[src/rtl/dcache_pkg.sv]
// Shared constants, line/mask/index typedefs and controller state encoding for
// the data-cache SRAM controller slice.
package dcache_pkg;

  localparam int DCACHE_ADDR_WIDTH = 6;
  localparam int DCACHE_DATA_WIDTH = 128;
  localparam int DCACHE_NUM_WMASKS = DCACHE_DATA_WIDTH / 8;
  localparam int DCACHE_RESP_DEPTH = 2;

  typedef logic [DCACHE_DATA_WIDTH-1:0] dcache_line_t;
  typedef logic [DCACHE_NUM_WMASKS-1:0] dcache_wmask_t;
  typedef logic [DCACHE_ADDR_WIDTH-1:0] dcache_idx_t;

  typedef enum logic {
    INIT = 1'b0,
    RUN  = 1'b1
  } dcache_state_e;

endpackage

[src/rtl/dcache_data_sram_ctrl_if.sv]
// Request/response handshake bundle between the D-cache pipeline (master)
// and the data SRAM controller (slave).
interface dcache_data_sram_ctrl_if
  import dcache_pkg::*;
#(
  parameter int ADDR_WIDTH = DCACHE_ADDR_WIDTH,
  parameter int DATA_WIDTH = DCACHE_DATA_WIDTH,
  parameter int NUM_WMASKS = DCACHE_NUM_WMASKS
);

  logic                  req_valid;
  logic                  req_ready;
  logic                  req_we;
  logic [ADDR_WIDTH-1:0] req_addr;
  logic [NUM_WMASKS-1:0] req_wmask;
  logic [DATA_WIDTH-1:0] req_wdata;
  logic                  resp_valid;
  logic                  resp_ready;
  logic [DATA_WIDTH-1:0] resp_rdata;

  modport master (
    output req_valid, req_we, req_addr, req_wmask, req_wdata, resp_ready,
    input  req_ready, resp_valid, resp_rdata
  );

  modport slave (
    input  req_valid, req_we, req_addr, req_wmask, req_wdata, resp_ready,
    output req_ready, resp_valid, resp_rdata
  );

endinterface

[src/rtl/dcache_resp_fifo.sv]
// In-order read-response buffer; head entry is presented combinationally and
// reads as zero while the buffer is empty.
module dcache_resp_fifo
  import dcache_pkg::*;
#(
  parameter int DATA_WIDTH = DCACHE_DATA_WIDTH,
  parameter int DEPTH      = DCACHE_RESP_DEPTH
) (
  input  logic                    clk,
  input  logic                    rst,
  input  logic                    push,
  input  logic [DATA_WIDTH-1:0]   push_data,
  input  logic                    pop,
  output logic [DATA_WIDTH-1:0]   head_data,
  output logic [$clog2(DEPTH):0]  count
);

  localparam int PW = $clog2(DEPTH);
  localparam int CW = PW + 1;

  logic [DATA_WIDTH-1:0] mem_q [DEPTH];
  logic [PW-1:0]         wr_ptr_q, wr_ptr_d;
  logic [PW-1:0]         rd_ptr_q, rd_ptr_d;
  logic [CW-1:0]         count_q, count_d;
  logic                  do_push;
  logic                  do_pop;

  assign do_pop  = pop && (count_q != '0);
  assign do_push = push && ((count_q != CW'(DEPTH)) || do_pop);

  always_comb begin
    wr_ptr_d = wr_ptr_q + PW'(do_push);
    rd_ptr_d = rd_ptr_q + PW'(do_pop);
    count_d  = count_q + CW'(do_push) - CW'(do_pop);
  end

  always_ff @(posedge clk) begin
    if (rst) begin
      wr_ptr_q <= '0;
      rd_ptr_q <= '0;
      count_q  <= '0;
    end else begin
      wr_ptr_q <= wr_ptr_d;
      rd_ptr_q <= rd_ptr_d;
      count_q  <= count_d;
    end
  end

  // Storage is never reset; occupancy alone decides what is visible.
  always_ff @(posedge clk) begin
    if (do_push) begin
      mem_q[wr_ptr_q] <= push_data;
    end
  end

  assign head_data = (count_q != '0) ? mem_q[rd_ptr_q] : '0;
  assign count     = count_q;

endmodule

[src/rtl/dcache_data_sram_ctrl.sv]
// Data-cache SRAM controller: zero-fills the macro after reset, then issues
// reads and masked writes with registered pins. Optional request counters are
// enabled by defining DCACHE_SRAM_STATS_EN.
module dcache_data_sram_ctrl
  import dcache_pkg::*;
#(
  parameter int ADDR_WIDTH = DCACHE_ADDR_WIDTH,
  parameter int DATA_WIDTH = DCACHE_DATA_WIDTH,
  parameter int NUM_WMASKS = DCACHE_NUM_WMASKS,
  parameter int RESP_DEPTH = DCACHE_RESP_DEPTH
) (
  input  logic                  clk,
  input  logic                  rst,
  dcache_data_sram_ctrl_if.slave bus,
  output logic                  sram_csb,
  output logic                  sram_web,
  output logic [NUM_WMASKS-1:0] sram_wmask,
  output logic [ADDR_WIDTH-1:0] sram_addr,
  output logic [DATA_WIDTH-1:0] sram_din,
  input  logic [DATA_WIDTH-1:0] sram_dout,
  output logic                  init_done
`ifdef DCACHE_SRAM_STATS_EN
  ,
  output logic [31:0]           stat_reads,
  output logic [31:0]           stat_writes
`endif
);

  localparam int CW = $clog2(RESP_DEPTH) + 1;

  dcache_state_e         state_q, state_d;
  logic [ADDR_WIDTH-1:0] init_cnt_q, init_cnt_d;
  logic                  init_done_q, init_done_d;
  logic                  csb_q, csb_d;
  logic                  web_q, web_d;
  logic [NUM_WMASKS-1:0] wmask_q, wmask_d;
  logic [ADDR_WIDTH-1:0] addr_q, addr_d;
  logic [DATA_WIDTH-1:0] din_q, din_d;
  logic                  iss_rd_q, iss_rd_d;
  logic                  mac_rd_q, mac_rd_d;
`ifdef DCACHE_SRAM_STATS_EN
  logic [31:0]           stat_reads_q, stat_reads_d;
  logic [31:0]           stat_writes_q, stat_writes_d;
`endif

  logic [CW-1:0]         resp_count;
  logic [CW:0]           occupancy;
  logic                  req_ok;
  logic                  hs;
  logic                  pop;

  // Buffered responses plus reads still travelling through the macro must fit.
  assign occupancy = {1'b0, resp_count} + (CW+1)'(iss_rd_q) + (CW+1)'(mac_rd_q);
  assign req_ok    = init_done_q && (occupancy < (CW+1)'(RESP_DEPTH));
  assign hs        = bus.req_valid && req_ok;
  assign pop       = bus.resp_valid && bus.resp_ready;

  always_comb begin
    state_d     = state_q;
    init_cnt_d  = init_cnt_q;
    init_done_d = init_done_q;
    csb_d       = 1'b1;
    web_d       = 1'b1;
    wmask_d     = '0;
    addr_d      = addr_q;
    din_d       = din_q;
    iss_rd_d    = 1'b0;
    mac_rd_d    = iss_rd_q;
`ifdef DCACHE_SRAM_STATS_EN
    stat_reads_d  = stat_reads_q;
    stat_writes_d = stat_writes_q;
`endif
    case (state_q)
      INIT: begin
        csb_d      = 1'b0;
        web_d      = 1'b0;
        wmask_d    = '1;
        addr_d     = init_cnt_q;
        din_d      = '0;
        init_cnt_d = init_cnt_q + 1'b1;
        if (init_cnt_q == '1) begin
          state_d = RUN;
        end
      end
      RUN: begin
        // init_done lags the state by a cycle so the last zero-fill pin
        // cycle never overlaps an accepted request.
        init_done_d = 1'b1;
        if (hs) begin
          csb_d    = 1'b0;
          web_d    = ~bus.req_we;
          wmask_d  = bus.req_we ? bus.req_wmask : '0;
          addr_d   = bus.req_addr;
          din_d    = bus.req_we ? bus.req_wdata : din_q;
          iss_rd_d = ~bus.req_we;
`ifdef DCACHE_SRAM_STATS_EN
          stat_reads_d  = stat_reads_q + 32'(!bus.req_we);
          stat_writes_d = stat_writes_q + 32'(bus.req_we);
`endif
        end
      end
      default: state_d = INIT;
    endcase
  end

  // Issue stage (pins) and macro stage (read tag) registers.
  always_ff @(posedge clk) begin
    if (rst) begin
      state_q     <= INIT;
      init_cnt_q  <= '0;
      init_done_q <= 1'b0;
      csb_q       <= 1'b1;
      web_q       <= 1'b1;
      wmask_q     <= '0;
      addr_q      <= '0;
      din_q       <= '0;
      iss_rd_q    <= 1'b0;
      mac_rd_q    <= 1'b0;
`ifdef DCACHE_SRAM_STATS_EN
      stat_reads_q  <= '0;
      stat_writes_q <= '0;
`endif
    end else begin
      state_q     <= state_d;
      init_cnt_q  <= init_cnt_d;
      init_done_q <= init_done_d;
      csb_q       <= csb_d;
      web_q       <= web_d;
      wmask_q     <= wmask_d;
      addr_q      <= addr_d;
      din_q       <= din_d;
      iss_rd_q    <= iss_rd_d;
      mac_rd_q    <= mac_rd_d;
`ifdef DCACHE_SRAM_STATS_EN
      stat_reads_q  <= stat_reads_d;
      stat_writes_q <= stat_writes_d;
`endif
    end
  end

  // Capture stage: sram_dout is only meaningful on the edge ending a read's macro cycle.
  dcache_resp_fifo #(
    .DATA_WIDTH (DATA_WIDTH),
    .DEPTH      (RESP_DEPTH)
  ) u_resp_fifo (
    .clk       (clk),
    .rst       (rst),
    .push      (mac_rd_q),
    .push_data (sram_dout),
    .pop       (pop),
    .head_data (bus.resp_rdata),
    .count     (resp_count)
  );

  assign bus.req_ready  = req_ok;
  assign bus.resp_valid = (resp_count != '0);
  assign sram_csb       = csb_q;
  assign sram_web       = web_q;
  assign sram_wmask     = wmask_q;
  assign sram_addr      = addr_q;
  assign sram_din       = din_q;
  assign init_done      = init_done_q;
`ifdef DCACHE_SRAM_STATS_EN
  assign stat_reads     = stat_reads_q;
  assign stat_writes    = stat_writes_q;
`endif

endmodule
[src/flat_wrapper.sv]
// flat-port wrapper written by rule: the top's interface ports become plain ports
module dcache_data_sram_ctrl_flat import dcache_pkg::*;
#(
  parameter int ADDR_WIDTH = DCACHE_ADDR_WIDTH,
  parameter int DATA_WIDTH = DCACHE_DATA_WIDTH,
  parameter int NUM_WMASKS = DCACHE_NUM_WMASKS,
  parameter int RESP_DEPTH = DCACHE_RESP_DEPTH
)
  (clk, rst, sram_csb, sram_web, sram_wmask, sram_addr, sram_din, sram_dout, init_done, bus_req_valid, bus_req_we, bus_req_addr, bus_req_wmask, bus_req_wdata, bus_resp_ready, bus_req_ready, bus_resp_valid, bus_resp_rdata);
  dcache_data_sram_ctrl_if #(.ADDR_WIDTH(ADDR_WIDTH), .DATA_WIDTH(DATA_WIDTH), .NUM_WMASKS(NUM_WMASKS)) bus_i ();
  input  logic clk;
  input  logic rst;
  output logic sram_csb;
  output logic sram_web;
  output logic [NUM_WMASKS-1:0] sram_wmask;
  output logic [ADDR_WIDTH-1:0] sram_addr;
  output logic [DATA_WIDTH-1:0] sram_din;
  input  logic [DATA_WIDTH-1:0] sram_dout;
  output logic init_done;
  input wire logic [$bits(bus_i.req_valid)-1:0] bus_req_valid;
  input wire logic [$bits(bus_i.req_we)-1:0] bus_req_we;
  input wire logic [$bits(bus_i.req_addr)-1:0] bus_req_addr;
  input wire logic [$bits(bus_i.req_wmask)-1:0] bus_req_wmask;
  input wire logic [$bits(bus_i.req_wdata)-1:0] bus_req_wdata;
  input wire logic [$bits(bus_i.resp_ready)-1:0] bus_resp_ready;
  output wire logic [$bits(bus_i.req_ready)-1:0] bus_req_ready;
  output wire logic [$bits(bus_i.resp_valid)-1:0] bus_resp_valid;
  output wire logic [$bits(bus_i.resp_rdata)-1:0] bus_resp_rdata;
  assign bus_i.req_valid = bus_req_valid;
  assign bus_i.req_we = bus_req_we;
  assign bus_i.req_addr = bus_req_addr;
  assign bus_i.req_wmask = bus_req_wmask;
  assign bus_i.req_wdata = bus_req_wdata;
  assign bus_i.resp_ready = bus_resp_ready;
  assign bus_req_ready = bus_i.req_ready;
  assign bus_resp_valid = bus_i.resp_valid;
  assign bus_resp_rdata = bus_i.resp_rdata;
  dcache_data_sram_ctrl #(.ADDR_WIDTH(ADDR_WIDTH), .DATA_WIDTH(DATA_WIDTH), .NUM_WMASKS(NUM_WMASKS), .RESP_DEPTH(RESP_DEPTH)) u_core (.clk(clk), .rst(rst), .bus(bus_i), .sram_csb(sram_csb), .sram_web(sram_web), .sram_wmask(sram_wmask), .sram_addr(sram_addr), .sram_din(sram_din), .sram_dout(sram_dout), .init_done(init_done));
endmodule
[config.mk]
export PLATFORM = sky130hd
export DESIGN_NAME = dcache_data_sram_ctrl_flat
export DESIGN_NICKNAME = d
export VERILOG_FILES = /design/src/rtl/dcache_pkg.sv /design/src/rtl/dcache_data_sram_ctrl_if.sv /design/src/rtl/dcache_resp_fifo.sv /design/src/rtl/dcache_data_sram_ctrl.sv /design/src/flat_wrapper.sv
export SDC_FILE = /design/constraint.sdc
export NUM_CORES = 1
export LEC_CHECK = 0
export CORE_AREA = 2 2 219 221
export DETAILED_ROUTE_END_ITERATION = 10
export DIE_AREA = 0 0 221 223
export DONT_BUFFER_PORTS = 1
export GPL_ROUTABILITY_DRIVEN = 0
export SLEW_MARGIN = 20
export SYNTH_ARGS = -nofsm -noshare
export SYNTH_HDL_FRONTEND = slang
export SYNTH_SLANG_ARGS = --single-unit
export TNS_END_PERCENT = 5
[constraint.sdc]
create_clock -name clk -period 7.89 [get_ports clk]
set_input_delay 0 -clock clk [delete_from_list [all_inputs] [get_ports clk]]
set_output_delay 0 -clock clk [all_outputs]
set_load 0.05 [all_outputs]
==> results.toml, run 1 <==
[detailed_routing]
drc_errors = 0
wl_um = 44220
first_iter_violations = 557
ant_nets = 0
vias = 10740
dr.pass1.iters = 6
vias_per_cell = 4.863
wl_per_cell_um = 20.02

[power_and_ir_drop]
p_int_mw = 3.833
p_sw_frac = 0.3578
fin_total_pwr_mw = 5.968
pwr-share-clk = 0.339
p_switching_mw = 2.136
peakVddDrop_uv = 180.4
combPwrFrac = 0.255
pwr_density_cell_mw_per_mm2 = 280.6
leakagePower_nw = 6.727
p_seq_frac = 0.406

[die]
die-area_mm2 = 0.04928
io_pins = 566
die_h_um = 223
core_mm2 = 0.04715
floorplan.initialDensity = 0.3455
rows = 80
fp.dieW_um = 221

[clocking]
h-tree-depth = 2
clock_latency_ps = 570
clkTransAtPathRegs_ps = 60
root_buffer = "clkbuf_16"
cts_buffer_depth = 3
numCtsBuffers = 43
cts.sinks = 422
cts.repair.resized = 0
cts_tree = "built"

[global_route]
grt_pass1_wl_um = 66190
antenna_found_initial = 7
grt_usage = 0.1716
grt_pass1_vias = 11040
grt_max_degree = 116
grt_overflow = 0

[synth]
synth_top_family_by_area = "multiplexers"
synthAdderAreaFrac = 0.004608
yosys.area_share.simple = 0.1066
synthXorXnorAreaFrac = 0.003763
synth.avg_cell_area_um2 = 12.90
synth_cell_type_count = 33
synth_seq_cells = 422
synth_compound_area_frac = 0.01398
yosys.area.top_type = "edfxtp_1"
syn_inst = 1263
synth-edff-count = 256
syn-num-nets = 1552
synth_area_leaders = "edfxtp_1, dfxtp_1, mux2i_1"
synthArstFlopShare = 0
yosys_warnings = 0
ys_seq_area_frac = 0.6759
synth_area_mm2 = 0.01629
synthFlopType = "edfxtp_1"
synth_mux_area_frac = 0.1579
synth_top_area_share = 0.4719

[setup_path]
crit_fanout = 57
worst_ep_required_time_ps = 7890
rr_endpoint = "u_core.sram_din[121]"
critPathArrivalTime_ps = 3520
end_kind = "output pin"
worstSetupPathType = "reg -> out"
ff2ff_path_depth = 5
worstReg2RegStart = "u_core.init_done"
rrSetupSlack_ps = 4700
start_kind = "register"

[final_layout]
stdcell_count = 2209
syn2layout_area_growth_pct = 30.55
stdcell_area_mm2 = 0.02127
nets = 1843
drive_above_1_share = 0.05856
multi_input_comb_area_mm2 = 0.004718
regArea_mm2 = 0.01102
fill_cells = 4134

[sta]
tightest_slew_ps = 1109
fin_setup_tns_ps = 0
min_period_ps = 3524
rsz0062_at_grt = "no"
maxSlewViolCount = 0
finalSetupViolations = 0
fmax_mhz = 283.7
fin_skew_ps = 24.78
slew_headroom = 0.2579
period_share = 0.4467
finalHoldViolCount = 0

[hold_path]
whs_endpoint = "u_core.u_resp_fifo.count[1]"
min-delay-start = "bus_resp_ready"
hp-class = "in -> reg"
whs_path_depth = 5

[placement]
dp_cells = 1806
place_area_mm2 = 0.01665
dp_hpwl_um = 28650
port_buffers = 0

[flow_run]
drv_cap = 0

[run_status]
outcome = "completed"
## layout make-up
type	count	area share
Antenna cell	6	0.0007060
Clock buffer	57	0.05695
Clock inverter	22	0.009296
Inverter	7	0.001236
Multi-Input combinational cell	746	0.2219
Sequential cell	422	0.5180
Tap cell	615	0.03618
Timing Repair Buffer	334	0.1558
## placed cells by master (no fill, tap or decap), types with 7 or more instances in the layout
| cell | count |
|---|---|
| dlygate4sd3_1 | 317 |
| nand2_1 | 258 |
| mux2i_1 | 257 |
| edfxtp_1 | 256 |
| dfxtp_1 | 164 |
| nor2_1 | 144 |
| clkbuf_16 | 45 |
| a21oi_1 | 19 |
| nand4_1 | 16 |
| buf_4 | 16 |
| clkinv_2 | 11 |
| o21ai_0 | 8 |
| clkbuf_1 | 8 |
| inv_1 | 7 |
| nand3_1 | 7 |
## per-stage QoR
step                        util  hold slack (ps)  setup slack, ps
after floorplan                -            98.87             3818
after global placement    0.3531            82.50             4721
after detailed placement  0.3531            86.06             4565
after CTS                 0.4507            44.34             4183
after global routing      0.4511            64.12             4136
final                     0.4511            83.37             4366
## layer usage
metal,vias to the layer above,global-route usage,share of wire
met4,2,0.07209,0.039
li1,4993,-,-
met2,506,0.2931,0.49
met1,5141,0.1969,0.38
met5,-,0,0.00025
met3,101,0.05768,0.084
## cell families after synthesis
| logic type | after synthesis |
|---|---|
| adders and majority gates | 6 |
| buffers and inverters | 95 |
| and+or+nand+nor | 438 |
| muxes | 257 |
| xor gates and xnor gates | 7 |
| AOI/OAI and AO/OA | 38 |
| DFF | 422 |
## how the worst max path moves through the flow
stage                                startpoint                        endpoint  slack [ps]  depth (start not counted)
global route        u_core.u_resp_fifo.rd_ptr_q              bus_resp_rdata[86]        4140                          3
detailed placement               u_core.state_q             u_core.sram_din[11]        4560                          4
global placement                 u_core.state_q             u_core.sram_din[76]        4720                          4
CTS                 u_core.u_resp_fifo.rd_ptr_q              bus_resp_rdata[86]        4180                          3
finish              u_core.u_resp_fifo.rd_ptr_q              bus_resp_rdata[86]        4370                          3
floorplan           u_core.u_resp_fifo.count[1]  u_core.u_resp_fifo.mem_q[1][0]        3820                          4
## worst max-delay path, cell delays in order, from the launching register on
cell and delay, ps:
dfxtp_4 980, buf_4 880, mux2i_1 280, nor2_1 790
## power groups by stage
| stage | sequential [mW] | combinational [mW] | clock [mW] |
|---|---|---|---|
| after global placement | 2.48 | 1.40 | 0 |
| after detailed placement | 2.48 | 1.40 | 0 |
| after floorplan | 2.42 | 1.27 | 0 |
| after CTS | 2.43 | 1.54 | 2.08 |
| after global routing | 2.43 | 1.59 | 2.17 |
| final | 2.43 | 1.52 | 2.02 |
## registers in the layout (all words and copies together) (netlist names)
| name | cells |
|---|---|
| u_core.mac_rd_q | 1 |
| u_core.u_resp_fifo.rd_ptr_q | 1 |
| u_core.u_resp_fifo.mem_q | 256 |
| u_core.sram_din | 128 |
| u_core.sram_addr | 6 |
| u_core.sram_csb | 1 |
| u_core.u_resp_fifo.wr_ptr_q | 1 |
| u_core.sram_web | 1 |
| u_core.state_q | 1 |
| u_core.iss_rd_q | 1 |
| u_core.init_cnt_q | 6 |
| u_core.init_done | 1 |
| u_core.sram_wmask | 16 |
| u_core.u_resp_fifo.count | 2 |
## cells in the mapped netlist, types with 2 or more instances
cell type,n
and3_1,2
a21oi_1,19
clkbuf_1,28
nand3_1,7
buf_1,2
ha_1,6
nand4b_1,2
edfxtp_1,256
a311oi_1,6
inv_1,7
xor2_1,4
buf_4,2
mux2i_1,257
buf_2,43
nor2_1,145
nor2b_1,4
nand2_1,258
o21ai_0,8
buf_12,10
buf_6,2
xnor2_1,3
nand4_1,16
dfxtp_1,166
## timing repair
item / 4_1_cts / 5_1_grt
buffers inserted: 0 / 0
hold buffers: 318 / 0
endpoints found under the setup margin: 0 / 0
endpoints found under the hold margin: 422 / 0
Note: power is estimated with default switching activity, not from simulation.
==> run 2, diff against run 1 <==
==> constraint.sdc (replaced) <==
create_clock -name clk -period 3.2 [get_ports clk]
set_input_delay 0 -clock clk [delete_from_list [all_inputs] [get_ports clk]]
set_output_delay 0 -clock clk [all_outputs]
set_load 0.05 [all_outputs]
==> results.toml, run 2 (same netlist as run 1, synthesis figures left out) <==
[detailed_routing]
dr.pass1.iters = 5
wl_um = 44680
wl_per_cell_um = 20.00
ant_nets = 0
first_iter_violations = 576
vias_per_cell = 4.906
vias = 10960
drc_errors = 0

[clocking]
hold_buffers = 313
clock_latency_ps = 550
cts.repair.resized = 0
root_buffer = "clkbuf_16"
cts_tree = "built"
cts.sinks = 422
clkTransAtPathRegs_ps = 60
post_cts_buffers = 0
h-tree-depth = 2
cts_buffer_depth = 3
numCtsBuffers = 43

[global_route]
antenna_found_initial = 3
grt_pass1_vias = 10990
grt_overflow = 0
grt_usage = 0.1728
grt_pass1_wl_um = 66880
grt_max_degree = 85

[setup_path]
ff2ff_path_depth = 7
start_kind = "register"
worst-path-buf-inv = 3
crit_fanout = 24
rr_endpoint = "u_core.sram_addr[5]"
end_kind = "register"
worstReg2RegStart = "u_core.u_resp_fifo.count[0]"
critPathSlowestCell = "dlygate4sd3_1"
worstSetupPathType = "reg -> reg"
critical-path-top-delay-family = "buffers and inverters"
critPathArrivalTime_ps = 3320
crit_top_cell = "dlygate4sd3_1"
rrSetupSlack_ps = 370
slowest_delay_ps = 610
crit_chain = "ha_1, a21boi_1, buf_4, nand3_1, dlygate4sd3_1, a311oi_1, dlygate4sd3_1"
worst_ep_required_time_ps = 3700

[final_layout]
syn2layout_area_growth_pct = 32.10
stdcell_area_mm2 = 0.02152
fill_cells = 4095
mostFrequentLayoutCells = "dlygate4sd3_1, nand2_1, mux2i_1"
multi_input_comb_area_mm2 = 0.004718
largest_register_ff_count = 256
drive_above_1_share = 0.07802
nets = 1877
regArea_mm2 = 0.01101
regMostFlops = "u_core.u_resp_fifo.mem_q"
final_common_cell = "dlygate4sd3_1"
stdcell_count = 2234

[hold_path]
whs_endpoint = "u_core.u_resp_fifo.mem_q[1][2]"
whs_path_depth = 1
hp-class = "in -> reg"
min-delay-start = "sram_dout[2]"

[die]
core_mm2 = 0.04715
die-area_mm2 = 0.04928
io_pins = 566
floorplan.initialDensity = 0.3455
fp.dieW_um = 221
die_h_um = 223
rows = 80

[placement]
port_buffers = 0
dp_cells = 1845
place_area_mm2 = 0.01707
dpl_worst_slack_ps = 785.4
dp_hpwl_um = 30140

[sta]
finalHoldViolCount = 0
rsz0062_at_grt = "no"
min_period_ps = 2827
slew_headroom = 0.2735
timing.final.ws_setup_ps = 373.2
period_share = 0.8834
fin_skew_ps = 27.55
fmax_mhz = 353.8
finalSetupViolations = 0
holdWs_ps = 104.1
maxSlewViolCount = 0
tightest_slew_ps = 1086

[power_and_ir_drop]
p_sw_frac = 0.3583
pwr-share-clk = 0.320
p_seq_frac = 0.404
leakagePower_nw = 6.895
peakVddDrop_uv = 453.3
pwr_density_cell_mw_per_mm2 = 680.2
p_switching_mw = 5.245
p_int_mw = 9.394
combPwrFrac = 0.276

[run_status]
outcome = "completed"

[flow_run]
drv_cap = 0
## run 2: changes by cell type in the layout (fill, tap and decap cells not counted), sizes merged, moves of 2 or more
cell / delta
buf: +39
bufinv: -2
clkinv: -7
diode: -2
dlygate4sd3: -5
## run 2: metrics by stage
| stage | setup TNS, ps | util | total power, mW |
|---|---|---|---|
| 5_1_grt | 0 | 0.4564 | 15.15 |
| 2_1_floorplan | -223270 | - | 9.102 |
| 3_5_place_dp | 0 | 0.3620 | 9.789 |
| 6_report | 0 | 0.4565 | 14.64 |
| 4_1_cts | 0 | 0.4563 | 14.81 |
| 3_3_place_gp | 0 | 0.3620 | 9.763 |
## run 2: how the worst max path moves through the flow
| stage | from | to | depth (start not counted) |
|---|---|---|---|
| after floorplan | u_core.u_resp_fifo.count[1] | u_core.u_resp_fifo.mem_q[1][0] | 4 |
| after global placement | u_core.u_resp_fifo.count[1] | u_core.u_resp_fifo.mem_q[0][76] | 5 |
| after detailed placement | u_core.u_resp_fifo.count[0] | u_core.u_resp_fifo.mem_q[0][67] | 4 |
| after CTS | u_core.u_resp_fifo.count[0] | u_core.sram_addr[4] | 7 |
| after global routing | u_core.u_resp_fifo.count[0] | u_core.sram_addr[4] | 7 |
| final | u_core.u_resp_fifo.count[0] | u_core.sram_addr[5] | 7 |
## run 2: cell type report
| class | count | area share |
|---|---|---|
| timing repair buffer | 368 | 0.1710 |
| clock inverter | 15 | 0.004767 |
| multi-input combinational | 746 | 0.2192 |
| antenna | 4 | 0.0004651 |
| sequential | 422 | 0.5118 |
| inverter | 7 | 0.001221 |
| tap | 615 | 0.03576 |
| clock buffer | 57 | 0.05570 |
## run 2: power by group through the flow
stage / clock network [mW] / logic, mW / registers, mW
after global placement: 0 / 3.73 / 6.03
after CTS: 4.80 / 4.10 / 5.91
after floorplan: 0 / 3.13 / 5.97
after detailed placement: 0 / 3.76 / 6.03
final: 4.68 / 4.05 / 5.91
after global routing: 5.02 / 4.22 / 5.91
## run 2: worst register-to-register path, delay by kind of cell (launching register included)
kind | cells | cell delay, ps
and+or+nand+nor | 1 | 110
adders and majority gates | 1 | 310
DFF | 1 | 460
buffers and inverters | 3 | 1460
AOI/OAI and AO/OA | 2 | 450
## run 2: metal layers
| layer | global-route usage | wire [um] | up-vias |
|---|---|---|---|
| met5 | 0 | 0 | - |
| met4 | 0.05109 | 1205 | 0 |
| met3 | 0.05070 | 3539 | 90 |
| met2 | 0.3013 | 22430 | 510 |
| met1 | 0.2064 | 17500 | 5315 |
| li1 | - | - | 5045 |
==> run 3, diff against run 2 <==
--- a/config.mk
+++ b/config.mk
@@ -5,9 +5,10 @@
 export SDC_FILE = /design/constraint.sdc
 export NUM_CORES = 1
 export LEC_CHECK = 0
-export CORE_AREA = 2 2 219 221
+export CORE_AREA = 3 3 220 222
+export CTS_BUF_LIST = sky130_fd_sc_hd__clkbuf_16
 export DETAILED_ROUTE_END_ITERATION = 10
-export DIE_AREA = 0 0 221 223
+export DIE_AREA = 0 0 223 225
 export DONT_BUFFER_PORTS = 1
 export GPL_ROUTABILITY_DRIVEN = 0
 export SLEW_MARGIN = 20
==> constraint.sdc (replaced) <==
create_clock -name clk -period 2.8 [get_ports clk]
set_input_delay 0 -clock clk [delete_from_list [all_inputs] [get_ports clk]]
set_output_delay 0 -clock clk [all_outputs]
set_load 0.05 [all_outputs]
==> results.toml, run 3 (same netlist as run 1, synthesis figures left out) <==
[setup_path]
ff2ff_path_depth = 7
worstSetupPathType = "reg -> reg"
worstReg2RegStart = "u_core.u_resp_fifo.count[0]"
crit_fanout = 23
start_kind = "register"
critPathArrivalTime_ps = 3140
crit_start = "u_core.u_resp_fifo.count[0]"
worst_ep_required_time_ps = 3290
end_kind = "register"

[sta]
rsz0062_at_grt = "no"
slew_headroom = 0.3575
tightest_slew_ps = 960.2
finalHoldViolCount = 0
finalSetupViolations = 0
fin_skew_ps = 12.68
min_period_ps = 2649
holdWs_ps = 93.02
timing.final.ws_setup_ps = 150.7
period_share = 0.9462
maxSlewViolCount = 0
fmax_mhz = 377.5

[clocking]
h-tree-depth = 2
cts_tree = "built"
cts_buffer_depth = 3
post_cts_buffers = 0
root_buffer = "clkbuf_16"
numCtsBuffers = 43
clock_latency_ps = 550
cts.sinks = 422
clkTransAtPathRegs_ps = 60

[final_layout]
drive_above_1_share = 0.1350
nets = 1952
final_common_cell = "dlygate4sd3_1"
fill_cells = 4008
regMostFlops = "u_core.u_resp_fifo.mem_q"
mostFrequentLayoutCells = "dlygate4sd3_1, nand2_1, mux2i_1"
largest_register_ff_count = 256
syn2layout_area_growth_pct = 35.58

[detailed_routing]
first_iter_violations = 679
vias = 11390
wl_um = 46110
drc_errors = 0
ant_nets = 0
dr.pass1.iters = 5
vias_per_cell = 4.933
wl_per_cell_um = 19.97

[hold_path]
min-delay-start = "bus_resp_ready"
whs_path_depth = 6
hp-class = "in -> reg"

[placement]
dp_hpwl_um = 31080
dpl_worst_slack_ps = 659.4
port_buffers = 0

[global_route]
grt_usage = 0.1733
grt_max_degree = 113
grt_pass1_wl_um = 68790
antenna_found_initial = 6
grt_overflow = 0
grt_pass1_vias = 11520

[die]
floorplan.initialDensity = 0.3499
die-area_mm2 = 0.05018
core_mm2 = 0.04656
rows = 79
fp.dieW_um = 223
die_h_um = 225
io_pins = 566

[flow_run]
drv_cap = 0

[power_and_ir_drop]
pwr_density_cell_mw_per_mm2 = 786.1
peakVddDrop_uv = 644.5
leakagePower_nw = 7.416

[run_status]
outcome = "completed"
[run 3: power by group]
part	internal, mW	total (mW)	switching, mW
clock network	3.01	5.34	2.34
logic	1.59	5.21	3.63
registers	6.61	6.81	0.191
total	11.2	17.4	6.15
[run 3: metal layers]
metal / GRT usage / vias up / part of all wire
met4: 0.05045 / 0 / 0.028
li1: - / 5194 / -
met5: 0 / - / 0
met1: 0.2053 / 5546 / 0.39
met3: 0.04950 / 89 / 0.082
met2: 0.3072 / 562 / 0.50
[run 3: worst max-delay path: stages (launching register included)]
cell and delay (ps):
dfxtp_2 350, ha_1 330, a21boi_1 210, buf_6 240, nand4_1 120, dlygate4sd3_1 610, a21oi_1 160, dlygate4sd3_1 560
[run 3: layout make-up]
cell class              instances  area, um^2  share of cell area
diodes                          6       15.01           0.0006798
clock buffers                  45        1126             0.05099
flip-flops and latches        422       11020              0.4988
multi-input cells             746        4718              0.2136
repair buffers                443        4230              0.1915
clock inverters                33       195.2            0.008838
well taps                     607       759.5             0.03439
inverters                       7       26.28            0.001190
[run 3: final timing paths]
path                                               endpoint  slack, ps
worst max-delay path                   u_core.sram_wmask[3]        150
worst min-delay path            u_core.u_resp_fifo.count[1]         90
worst max register to register         u_core.sram_wmask[3]        150
worst min register to register         u_core.init_cnt_q[5]        510
[run 3: repair_timing]
action,CTS,global route
endpoints found under the setup margin,0,4
resized for setup,0,2
hold endpoints to repair,422,0
hold buffers,291,0
[run 3: metrics by stage]
stage	std cells	total power [mW]	area, um^2	setup TNS, ps	utilization
after floorplan	1263	10.40	16290	-325670	-
after global placement	1934	11.79	17820	0	0.3828
after detailed placement	1934	11.80	17820	0	0.3828
after CTS	2303	17.56	22070	0	0.4740
after global routing	2308	18.00	22080	0	0.4743
final	2309	17.36	22090	0	0.4744
